[src/rtl/tag_ctrl_pkg.sv]
// Shared types and default widths for the tag array controller and its victim selector.
package tag_ctrl_pkg;

  localparam int SET_W_DEF = 3;
  localparam int TAG_W_DEF = 24;
  localparam int WAYS_DEF  = 4;

  typedef enum logic {INIT, RUN} tag_ctrl_state_e;

  typedef struct packed {
    logic                 vld;
    logic [TAG_W_DEF-1:0] tag;
  } tag_entry_t;

endpackage

[src/rtl/tag_ctrl_victim_sel.sv]
// Replacement choice: lowest-index invalid way, otherwise a round-robin pointer
// that advances only on misses where every way was valid.
module tag_victim_sel
  import tag_ctrl_pkg::*;
#(
  parameter int WAYS = WAYS_DEF
) (
  input  logic            clk,
  input  logic            rst,
  input  logic [WAYS-1:0] way_vld,
  input  logic            advance,
  output logic [WAYS-1:0] victim
);

  localparam int PTR_W = (WAYS > 1) ? $clog2(WAYS) : 1;

  logic [PTR_W-1:0] rr_ptr;
  logic [WAYS-1:0]  inv;

  always_comb begin
    inv = ~way_vld;
    if (|inv) begin
      victim = inv & (~inv + WAYS'(1));
    end else begin
      victim = WAYS'(1) << rr_ptr;
    end
  end

  always_ff @(posedge clk or posedge rst) begin
    if (rst) begin
      rr_ptr <= '0;
    end else if (advance) begin
      rr_ptr <= (rr_ptr == PTR_W'(WAYS - 1)) ? '0 : rr_ptr + PTR_W'(1);
    end
  end

endmodule

[src/rtl/tag_ctrl.sv]
// Tag SRAM controller: post-reset clear sweep (TAG_CTRL_INIT_EN), lookup/update
// arbitration with update priority and a starvation guard, one-cycle hit/victim report.
module tag_ctrl
  import tag_ctrl_pkg::*;
#(
  parameter int SET_W          = SET_W_DEF,
  parameter int TAG_W          = TAG_W_DEF,
  parameter int WAYS           = WAYS_DEF,
  parameter int MAX_UPD_STREAK = 4
) (
  input  logic                         clk,
  input  logic                         rst,
  output logic                         init_done,
  input  logic                         lk_valid,
  output logic                         lk_ready,
  input  logic [SET_W-1:0]             lk_set,
  input  logic [TAG_W-1:0]             lk_tag,
  output logic                         lk_rsp_valid,
  output logic                         lk_rsp_hit,
  output logic [WAYS-1:0]              lk_rsp_way,
  output logic [WAYS-1:0]              lk_rsp_victim,
  input  logic                         upd_valid,
  output logic                         upd_ready,
  input  logic [SET_W-1:0]             upd_set,
  input  logic [WAYS-1:0]              upd_way_en,
  input  logic [TAG_W-1:0]             upd_tag,
  input  logic                         upd_vld,
  output logic                         arr_rd_valid,
  input  logic                         arr_rd_ready,
  output logic [SET_W-1:0]             arr_rd_set,
  input  logic [WAYS*(TAG_W+1)-1:0]    arr_rd_rsp,
  output logic                         arr_wr_valid,
  input  logic                         arr_wr_ready,
  output logic [SET_W-1:0]             arr_wr_set,
  output logic [WAYS-1:0]              arr_wr_way_en,
  output logic [TAG_W:0]               arr_wr_data
);

  localparam int ENTRY_W  = TAG_W + 1;
  localparam int STREAK_W = $clog2(MAX_UPD_STREAK + 1);

`ifdef TAG_CTRL_INIT_EN
  localparam tag_ctrl_state_e RESET_STATE = INIT;
`else
  localparam tag_ctrl_state_e RESET_STATE = RUN;
`endif

  tag_ctrl_state_e       state, state_nxt;
  logic [SET_W-1:0]      init_set;
  logic [STREAK_W-1:0]   streak;
  logic                  starve;
  logic                  upd_grant;
  logic                  lk_grant;
  logic                  vld_p1;
  logic [TAG_W-1:0]      tag_p1;
  logic [WAYS-1:0]       way_vld;
  logic [WAYS-1:0]       match;
  logic [WAYS-1:0]       hit_onehot;
  logic [WAYS-1:0]       victim;
  logic                  any_hit;
  logic                  advance;

  always_ff @(posedge clk or posedge rst) begin
    if (rst) begin
      state    <= RESET_STATE;
      init_set <= '0;
    end else begin
      state <= state_nxt;
      if (state == INIT && arr_wr_ready) begin
        init_set <= init_set + SET_W'(1);
      end
    end
  end

  assign starve = (streak == STREAK_W'(MAX_UPD_STREAK));

  always_comb begin
    state_nxt     = state;
    init_done     = 1'b0;
    lk_ready      = 1'b0;
    upd_ready     = 1'b0;
    arr_rd_valid  = 1'b0;
    arr_rd_set    = lk_set;
    arr_wr_valid  = 1'b0;
    arr_wr_set    = upd_set;
    arr_wr_way_en = upd_way_en;
    arr_wr_data   = {upd_vld, upd_tag};
    case (state)
      INIT: begin
        arr_wr_valid  = !rst;
        arr_wr_set    = init_set;
        arr_wr_way_en = '1;
        arr_wr_data   = '0;
        if (arr_wr_ready && (&init_set)) begin
          state_nxt = RUN;
        end
      end
      RUN: begin
        init_done    = 1'b1;
        upd_ready    = !rst && arr_wr_ready && !starve;
        arr_wr_valid = !rst && upd_valid && !starve;
        arr_rd_valid = !rst && lk_valid && !(upd_valid && upd_ready);
        lk_ready     = !rst && arr_rd_ready && !(upd_valid && upd_ready);
      end
      default: state_nxt = RESET_STATE;
    endcase
  end

  assign upd_grant = upd_valid && upd_ready;
  assign lk_grant  = lk_valid && lk_ready;

  // A waiting lookup forgives updates only MAX_UPD_STREAK times in a row.
  always_ff @(posedge clk or posedge rst) begin
    if (rst) begin
      streak <= '0;
    end else if (lk_grant || !lk_valid) begin
      streak <= '0;
    end else if (upd_grant) begin
      streak <= streak + STREAK_W'(1);
    end
  end

  // p0 -> p1: lookup accepted, array read in flight
  always_ff @(posedge clk or posedge rst) begin
    if (rst) begin
      vld_p1 <= 1'b0;
    end else begin
      vld_p1 <= lk_grant;
    end
  end

  always_ff @(posedge clk) begin
    if (lk_grant) begin
      tag_p1 <= lk_tag;
    end
  end

  // p1: compare returned ways against the registered tag
  always_comb begin
    for (int w = 0; w < WAYS; w++) begin
      way_vld[w] = arr_rd_rsp[w*ENTRY_W + TAG_W];
      match[w]   = way_vld[w] && (arr_rd_rsp[w*ENTRY_W +: TAG_W] == tag_p1);
    end
  end

  assign hit_onehot = match & (~match + WAYS'(1));
  assign any_hit    = |match;
  assign advance    = vld_p1 && !any_hit && (&way_vld);

  tag_victim_sel #(
    .WAYS(WAYS)
  ) u_victim (
    .clk     (clk),
    .rst     (rst),
    .way_vld (way_vld),
    .advance (advance),
    .victim  (victim)
  );

  assign lk_rsp_valid  = vld_p1;
  assign lk_rsp_hit    = vld_p1 && any_hit;
  assign lk_rsp_way    = vld_p1 ? hit_onehot : '0;
  assign lk_rsp_victim = (vld_p1 && !any_hit) ? victim : '0;

endmodule

[config.mk]
export PLATFORM = sky130hd
export DESIGN_NAME = tag_ctrl
export DESIGN_NICKNAME = d
export VERILOG_FILES = /design/src/rtl/tag_ctrl_pkg.sv /design/src/rtl/tag_ctrl_victim_sel.sv /design/src/rtl/tag_ctrl.sv
export SDC_FILE = /design/constraint.sdc
export NUM_CORES = 1
export LEC_CHECK = 0
export ABC_AREA = 1
export CAP_MARGIN = 20
export CELL_PAD_IN_SITES_DETAIL_PLACEMENT = 1
export CELL_PAD_IN_SITES_GLOBAL_PLACEMENT = 1
export CORE_ASPECT_RATIO = 0.75
export CORE_MARGIN = 2
export CORE_UTILIZATION = 24
export CTS_BUF_LIST = sky130_fd_sc_hd__clkbuf_16
export DETAILED_ROUTE_END_ITERATION = 12
export PLACE_DENSITY_LB_ADDON = 0.1
export RECOVER_POWER = 50
export SLEW_MARGIN = 20
export SYNTH_ARGS = -nofsm -noshare
export SYNTH_HDL_FRONTEND = slang
export SYNTH_SLANG_ARGS = --single-unit
export TNS_END_PERCENT = 100
[constraint.sdc]
create_clock -name clk -period 3.2 [get_ports clk]
set_clock_uncertainty 0.2 [all_clocks]
set_input_delay 0.32 -clock clk [delete_from_list [all_inputs] [get_ports clk]]
set_output_delay 0.32 -clock clk [all_outputs]
set_load 0.03 [all_outputs]
==> summary.md, run 1 <==
| Metric | Value |
|---|---|
| Cells after synthesis | 555 |
| DR pass1 iterations | 4 |
| Design area | 0.005834 mm2 |
| Post-CTS setup repair buffer count | 0 |
| Switching power as a share of total power | 29.90% |
| Total nets after synthesis | 728 |
| Ordered list of cells on the worst path | xor2_1, nor2_1, nand2_1, nor2_2, nand2_2, nor3_1, clkdlybuf4s50_1 |
| Sum of net half-perimeters after detailed placement | 13.66 mm |
| Outcome | finished clean |
| Launch point of the worst hold path | u_victim.rr_ptr[1] |
| Worst EP required | 2.68 ns |
| Reg clk slew, reported paths | 0.06 ns |
| Worst max-slew margin expressed relative to the limit | 22.12% |
| Mean area per synthesized cell | 6.137 um2 |
| Least-Margin Pin Slew | 1.164 ns |
| Worst Hold Endpoint | u_victim.rr_ptr[1] |
| Sequential cell fraction of total power | 33.7% |
| End of the worst register-to-register path | tag_p1[12] |
| Cell family with the largest share of critical-path delay | buffers and inverters |
| Yosys warning total | 0 |
| FF+latch count, synth | 34 |
| Final Setup Violations | 0 |
| Worst path arrival time | 2.52 ns |
| CTS tree | yes |
| Final #Nets | 936 |
| Hold-fix buffer count after cts | 0 |
| Combined area of all synthesized cells | 0.003406 mm2 |
| Post-route insts no fill | 939 |
| Antenna viol nets, final | 0 |
| Total of buffers placed on input and output ports | 208 |
| GRT overflow | 0 |
| Hold Crit Class | flip-flop to flip-flop |
| Aggregate negative setup slack | 0 ns |
| Initial core utilization | 24.69% |
| Share of total power in combinational logic | 34.9% |
| Number of placed I/O pins | 215 |
| Placer's final routability congestion estimate | 0.9191 |
| Via-per-instance ratio | 4.436 |
| Launch instance of the worst register-to-register path | streak[0] |
| Number of hold violations in the final report | 0 |
| Number of standard-cell rows in the floorplan | 37 |
| Number of antenna diodes | 0 |
| Die Area | 0.01517 mm2 |
| Biggest cell delay along the critical path | 0.73 ns |
| Final routed wire length divided by cell count | 16.63 um |
| Peak ir drop on the vdd network | 164.9 uV |
| Total CTS buffers | 5 |
| Buf/Inv on CP | 1 |
| Met1 track demand over resource in global routing | 28.67% |
| Share of post-route cells with drive strength above 1 | 4.843% |
| Most common library cell in the layout ignoring fill and taps | nand2_1 |
| Via count of the routed design | 4165 |
| Global-route met2 utilization | 32.87% |
| Starting DRC count in detailed routing | 144 |
| Crit end category | output pin |
| Total routing usage reported by global routing | 20.40% |
| Sequential-to-total area share from yosys stat | 28.55% |
| Number of distinct library cells after synthesis | 35 |
| Chip Height | 107.2 um |
| Top Usage Layer GRT | met2 |
| Post-placement cell count | 931 |
| Highest-count cells in the layout ignoring fill and taps | 191 x nand2_1, 175 x clkdlybuf4s50_1, 102 x inv_1 |
| Maximum number of pins on one net before global-route repair | 33 |
| Residual DRC | 0 |
| Minimum clock period | 3.038 ns |
| Antenna violations before repair | 0 |
| Leakage | 2.819 nW |
| Critical path type | flip-flop to output pin |
| Power per unit of standard cell area | 257.4 mW/mm2 |
| Clock network power share | 31.4% |
| Via count of the first global-routing pass | 4482 |
| CP max-delay cell | clkdlybuf4s50_1 |
| R2R setup slack | 0.31 ns |
| Maximum buffer depth of the clock tree | 2 |
| Net switching power | 449.1 uW |
| Layout Area Growth over Synthesis | 71.31% |
| Global-route track usage on met3 | 4.600% |
| Clk Latency, worst-skew pair | 0.28 ns |
| Maximum net fanout on the critical path | 4 |
| Final Max Tran Viols | 0 |
| Instance area after placement | 0.005698 mm2 |
| Type of element launching the critical path | flip-flop |
| Worst Hold Path Cells | 2 |
| Upper clock frequency limit | 0.3291 GHz |
| Total of cells resized after clock tree synthesis | 1 |
| Number of filler instances in the final layout | 1751 |
| Internal Dissipation | 1.053 mW |
| Core box area | 0.01380 mm2 |
| Global-route wire length before repair | 23.76 mm |
| Total detailed-routing wirelength | 15.61 mm |
| Part of the cycle the worst path needs | 94.94% |
| Max Cap Violations | 0 |
| CTS Root Buffer Type | clkbuf_16 |
| Clock sinks | 34 |
| Worst r2r path cells | 9 |
| Number of H-tree levels | 2 |
| Unrepaired setup endpoints after global routing | no |
| Horizontal die dimension | 141.6 um |
[cell families (layout without fill, tap and decap cells)]
logic type,count (synthesis),after routing,synth area share (%)
AO/OA/AOI/OAI,46,46,7.200
AND/OR/NAND/NOR,313,313,38.61
XOR/XNOR,34,34,8.743
buffers and inverters,119,328,13.63
adder cells (fa/ha/maj),8,8,2.939
multiplexers,1,1,0.3306
flip-flops,34,34,28.55
[layer usage]
layer,wire [um],up-vias
li1,-,2095
met1,7435,1918
met2,6975,146
met3,1113,6
met4,85,0
met5,0,-
[synth_stat cells (all sizes together)]
cell type  instances  area share (%)
xor2              11             2.8
nand3b             2            0.44
dfrtp              9             6.6
and3               2            0.37
o21ai             32             4.7
clkbuf             5            0.62
xnor2             23             5.9
dfstp              1            0.77
inv              108              12
edfxtp            24              21
nand3             14             2.5
buf                6             1.1
mux2               1            0.33
nor3               8             1.3
a211oi             1            0.22
a21oi             10             1.6
o221ai             1            0.26
nand2            194              22
o211ai             2            0.44
nor2              77             9.4
or2                7             1.3
ha                 8             2.9
nand4              9             1.7
[tightest hold or removal path, stage by stage (launching register included)]
cell and delay [ns]:
dfrtp_1 0.39, nand2_1 0.07, nand2_1 0.06
[through the flow]
step / hold WS (ns) / setup slack, ns / util (%) / total power, mW
after floorplan: -0.04054 / 0.5296 / - / 0.7255
after global placement: 0.3178 / 0.1829 / 41.30 / 1.037
after detailed placement: 0.3327 / 0.1102 / 41.30 / 1.046
after CTS: 0.2502 / 0.005900 / 42.29 / 1.530
after global routing: 0.3787 / 0.02895 / 42.29 / 1.586
final: 0.3447 / 0.1618 / 42.29 / 1.502
[power by group through the flow]
stage / clock, mW / combinational (mW) / sequential (mW)
floorplan: 0 / 0.217 / 0.508
detailed placement: 0 / 0.532 / 0.515
global placement: 0 / 0.523 / 0.514
global route: 0.505 / 0.573 / 0.508
finish: 0.472 / 0.525 / 0.506
CTS: 0.488 / 0.535 / 0.506
[registers in the layout, summed over array words and instances, names as in the netlist]
name	count
lk_rsp_valid	1
u_victim.rr_ptr	2
init_set	3
tag_p1	24
state	1
streak	3
[how the worst max path moves through the flow]
stage	from	cells after the start	endpoint
2_1_floorplan	state	4	tag_p1[0]
3_3_place_gp	arr_rd_rsp[53]	12	lk_rsp_victim[3]
3_5_place_dp	arr_rd_rsp[53]	12	lk_rsp_victim[2]
4_1_cts	tag_p1[3]	12	lk_rsp_victim[3]
5_1_grt	streak[0]	9	tag_p1[18]
6_report	tag_p1[20]	7	lk_rsp_way[1]
[final cells by class]
class / count / area, um2 / area share, %
repair buffers: 212 / 2136 / 36.61
flip-flops and latches: 34 / 972.2 / 16.66
clock inverters: 3 / 12.51 / 0.2145
multi-input cells: 402 / 1964 / 33.67
inverters: 108 / 405.4 / 6.948
clock buffers: 5 / 125.1 / 2.145
well taps: 175 / 219.0 / 3.753
(Power assumes the default switching activity.)
==> inputs of run 2 (changes only) <==
- HOLD_SLACK_MARGIN: unset -> 0.12
- PLACE_DENSITY: unset -> 0.93
- PLACE_DENSITY_LB_ADDON: 0.1 -> unset
==> run 2 against run 1 <==
  * Sequential share of layout area shrank 0.13 points
  * Clock-buffer cell count is the same
  * Non-clock buffer count shrank 1
  * Maximum frequency shrank 0.10%
  * Largest cell class unchanged
  * Sequential cell count is the same
  * First-iteration DRC count grew 35%
  * Hold slack lost 0.0059 ns
  * Via count grew 0.43%
  * Highest routed layer is now met5
==> summary.md, run 2 (synthesis results as in run 1) <==
| Metric | Value |
|---|---|
| Sequential cell area | 972.2 um2 (unchanged) |
| Worst EP required | 2.68 ns (about the same) |
| Buf/Inv on CP | 1 (unchanged) |
| Worst Hold Path Cells | 2 (unchanged) |
| Antenna violations before repair | 2 (+2) |
| Net switching power | 459.6 uW (+2.3%) |
| Layout Area Growth over Synthesis | 72.63% |
| GRT overflow | 0 (unchanged) |
| Final Setup Violations | 0 (unchanged) |
| CTS Root Buffer Type | clkbuf_16 |
| Share of total power in combinational logic | 31.2% (-3.7 points) |
| Cell family with the largest share of critical-path delay | simple AND/OR/NAND/NOR gates |
| Horizontal die dimension | 141.6 um (unchanged) |
| Chip Height | 107.2 um (unchanged) |
| Total detailed-routing wirelength | 15.53 mm (-0.52%) |
| Clock sinks | 34 (unchanged) |
| Maximum buffer depth of the clock tree | 2 (unchanged) |
| CTS tree | yes |
| Share of post-route cells with drive strength above 1 | 4.980% (+0.14 points) |
| Global-route wire length before repair | 23.98 mm (+0.93%) |
| Design area | 0.005879 mm2 (+0.77%) |
| Post-route insts no fill | 938 (-0.11%) |
| Total of buffers placed on input and output ports | 208 (unchanged) |
| Multi-input combinational cell area | 0.001969 mm2 (+0.26%) |
| Final Max Tran Viols | 0 (unchanged) |
| End of the worst register-to-register path | tag_p1[1] |
| Post-placement cell count | 930 (-0.11%) |
| Die Area | 0.01517 mm2 (unchanged) |
| Hold Crit Class | flip-flop to flip-flop |
| Maximum number of pins on one net before global-route repair | 33 (unchanged) |
| Launch point of the worst hold path | streak[2] |
| Via count of the first global-routing pass | 4395 (-1.9%) |
| Unrepaired setup endpoints after global routing | no |
| Sequential cell fraction of total power | 30.3% (-3.4 points) |
| Crit end category | output pin |
| Total routing usage reported by global routing | 20.63% (+0.23 points) |
| Upper clock frequency limit | 0.3288 GHz (-0.10%) |
| Leakage | 2.861 nW (+1.5%) |
| Worst Hold Endpoint | streak[2] |
| Clk Latency, worst-skew pair | 0.29 ns (about the same) |
| Minimum clock period | 3.041 ns (+0.003108 ns) |
| Number of antenna diodes | 0 (unchanged) |
| Total CTS buffers | 5 (unchanged) |
| Launch instance of the worst register-to-register path | streak[0] |
| Number of standard-cell rows in the floorplan | 37 (unchanged) |
| Worst path arrival time | 2.52 ns (about the same) |
| Residual DRC | 0 (unchanged) |
| Maximum net fanout on the critical path | 4 (unchanged) |
| Worst max-slew margin expressed relative to the limit | 45.75% (+24 points) |
| Core box area | 0.01380 mm2 (unchanged) |
| Reg clk slew, reported paths | 0.06 ns (about the same) |
| Number of filler instances in the final layout | 1758 (+0.40%) |
| Register with the most flip-flops | tag_p1 |
| Sum of net half-perimeters after detailed placement | 13.47 mm (-1.4%) |
| Internal Dissipation | 1.214 mW (+15%) |
| Via-per-instance ratio | 4.459 (+0.54%) |
| Critical path type | flip-flop to output pin |
| Number of hold violations in the final report | 0 (unchanged) |
| Worst r2r path cells | 9 (unchanged) |
| Max Cap Violations | 0 (unchanged) |
| Switching power as a share of total power | 27.46% (-2.4 points) |
| Outcome | finished clean |
| Antenna viol nets, final | 0 (unchanged) |
| Via count of the routed design | 4183 (+0.43%) |
| Final routed wire length divided by cell count | 16.56 um (-0.41%) |
| Power per unit of standard cell area | 284.7 mW/mm2 (+11%) |
| Biggest cell delay along the critical path | 0.72 ns (about the same) |
| Clock network power share | 38.5% (+7.1 points) |
| CP max-delay cell | clkdlybuf4s50_1 |
| DR pass1 iterations | 4 (unchanged) |
| Max reg flops | 24 (unchanged) |
| Placer's final routability congestion estimate | 0.9628 (+4.8%) |
| Part of the cycle the worst path needs | 95.04% (+0.097 points) |
| Peak ir drop on the vdd network | 180.1 uV (+9.2%) |
| Type of element launching the critical path | flip-flop |
| Initial core utilization | 24.69% (unchanged) |
| Final #Nets | 935 (-0.11%) |
| Instance area after placement | 0.005680 mm2 (-0.31%) |
| Number of H-tree levels | 2 (unchanged) |
| Highest-count cells in the layout ignoring fill and taps | 191 x nand2_1, 170 x clkdlybuf4s50_1, 101 x inv_1 |
| Least-Margin Pin Slew | 0.8108 ns (-0.3531 ns) |
| Aggregate negative setup slack | 0 ns (unchanged) |
| R2R setup slack | 0.60 ns (+0.29 ns) |
| Starting DRC count in detailed routing | 195 (+35%) |
| Number of placed I/O pins | 215 (unchanged) |
| Ordered list of cells on the worst path | xor2_1, nor2_1, nand2_1, nor2_2, nand2_2, nor3_1, clkdlybuf4s50_1 |
| Most common library cell in the layout ignoring fill and taps | nand2_1 |
| Largest registers ranked by flip-flop count | tag_p1: 24 flops, init_set: 3 flops, streak: 3 flops |
-- run 2: changes by cell type in the layout (fill, tap and decap cells not counted), sizes merged --
cell and delta:
dlygate4sd3 +5, bufinv +2, buf -2, clkdlybuf4s50 -5, dlygate4sd2 -1, dlymetal6s2s +2, clkinv -1, inv -1
-- run 2: layer usage --
metal / vias up / wire length [um] / GRT usage (%)
met5: - / 21 / 0
met4: 4 / 181 / 4.286
met3: 17 / 1080 / 4.377
met2: 130 / 6957 / 32.32
met1: 1939 / 7288 / 29.25
li1: 2093 / - / -
-- run 2: worst max path at each step --
| stage | slack (ns) | start | endpoint | cells after the start |
|---|---|---|---|---|
| 4_1_cts | 0.02 | tag_p1[11] | lk_rsp_victim[3] | 11 |
| 6_report | 0.16 | tag_p1[20] | lk_rsp_way[1] | 7 |
| 2_1_floorplan | 0.53 | state | tag_p1[0] | 4 |
| 3_3_place_gp | 0.17 | arr_rd_rsp[69] | lk_rsp_victim[0] | 11 |
| 5_1_grt | 0.08 | tag_p1[20] | lk_rsp_way[1] | 7 |
| 3_5_place_dp | 0.16 | arr_rd_rsp[61] | lk_rsp_victim[3] | 13 |
-- run 2: through the flow --
| step | total power, mW | util, % | setup slack [ns] | hold slack (ns) |
|---|---|---|---|---|
| floorplan | 0.7255 | - | 0.5296 | -0.04054 |
| global placement | 1.031 | 41.18 | 0.1709 | 0.3187 |
| detailed placement | 1.044 | 41.18 | 0.1609 | 0.3261 |
| CTS | 1.693 | 42.54 | 0.01723 | 0.2639 |
| global route | 1.754 | 42.62 | 0.08014 | 0.3894 |
| finish | 1.674 | 42.62 | 0.1587 | 0.3389 |
-- run 2: final cells by class --
type / count / share of cell area, %
Clock inverter: 3 / 1.085
Multi-Input combinational cell: 402 / 33.50
Sequential cell: 34 / 16.54
Inverter: 108 / 6.895
Timing Repair Buffer: 211 / 36.14
Tap cell: 175 / 3.724
Clock buffer: 5 / 2.128
-- run 2: what timing repair did --
| item | 4_1_cts | 5_1_grt |
|---|---|---|
| hold buffers | 0 | 0 |
| gates resized for setup | 0 | 5 |
| buffers inserted | 0 | 0 |
| setup endpoints to repair | 0 | 5 |
-- run 2: worst register-to-register path: stages (launching register included) --
cell and delay, ns:
dfrtp_1 0.38, inv_1 0.09, ha_1 0.15, nand2_1 0.08, nand2_1 0.09, nor3_1 0.07, inv_1 0.08, nand3_1 0.09
nor2_1 0.63, buf_4 0.42
-- run 2: power groups by stage --
stage	clock, mW	sequential (mW)	combinational (mW)
3_3_place_gp	0	0.514	0.516
4_1_cts	0.654	0.507	0.532
3_5_place_dp	0	0.516	0.528
5_1_grt	0.676	0.509	0.569
2_1_floorplan	0	0.508	0.217
6_report	0.644	0.507	0.523
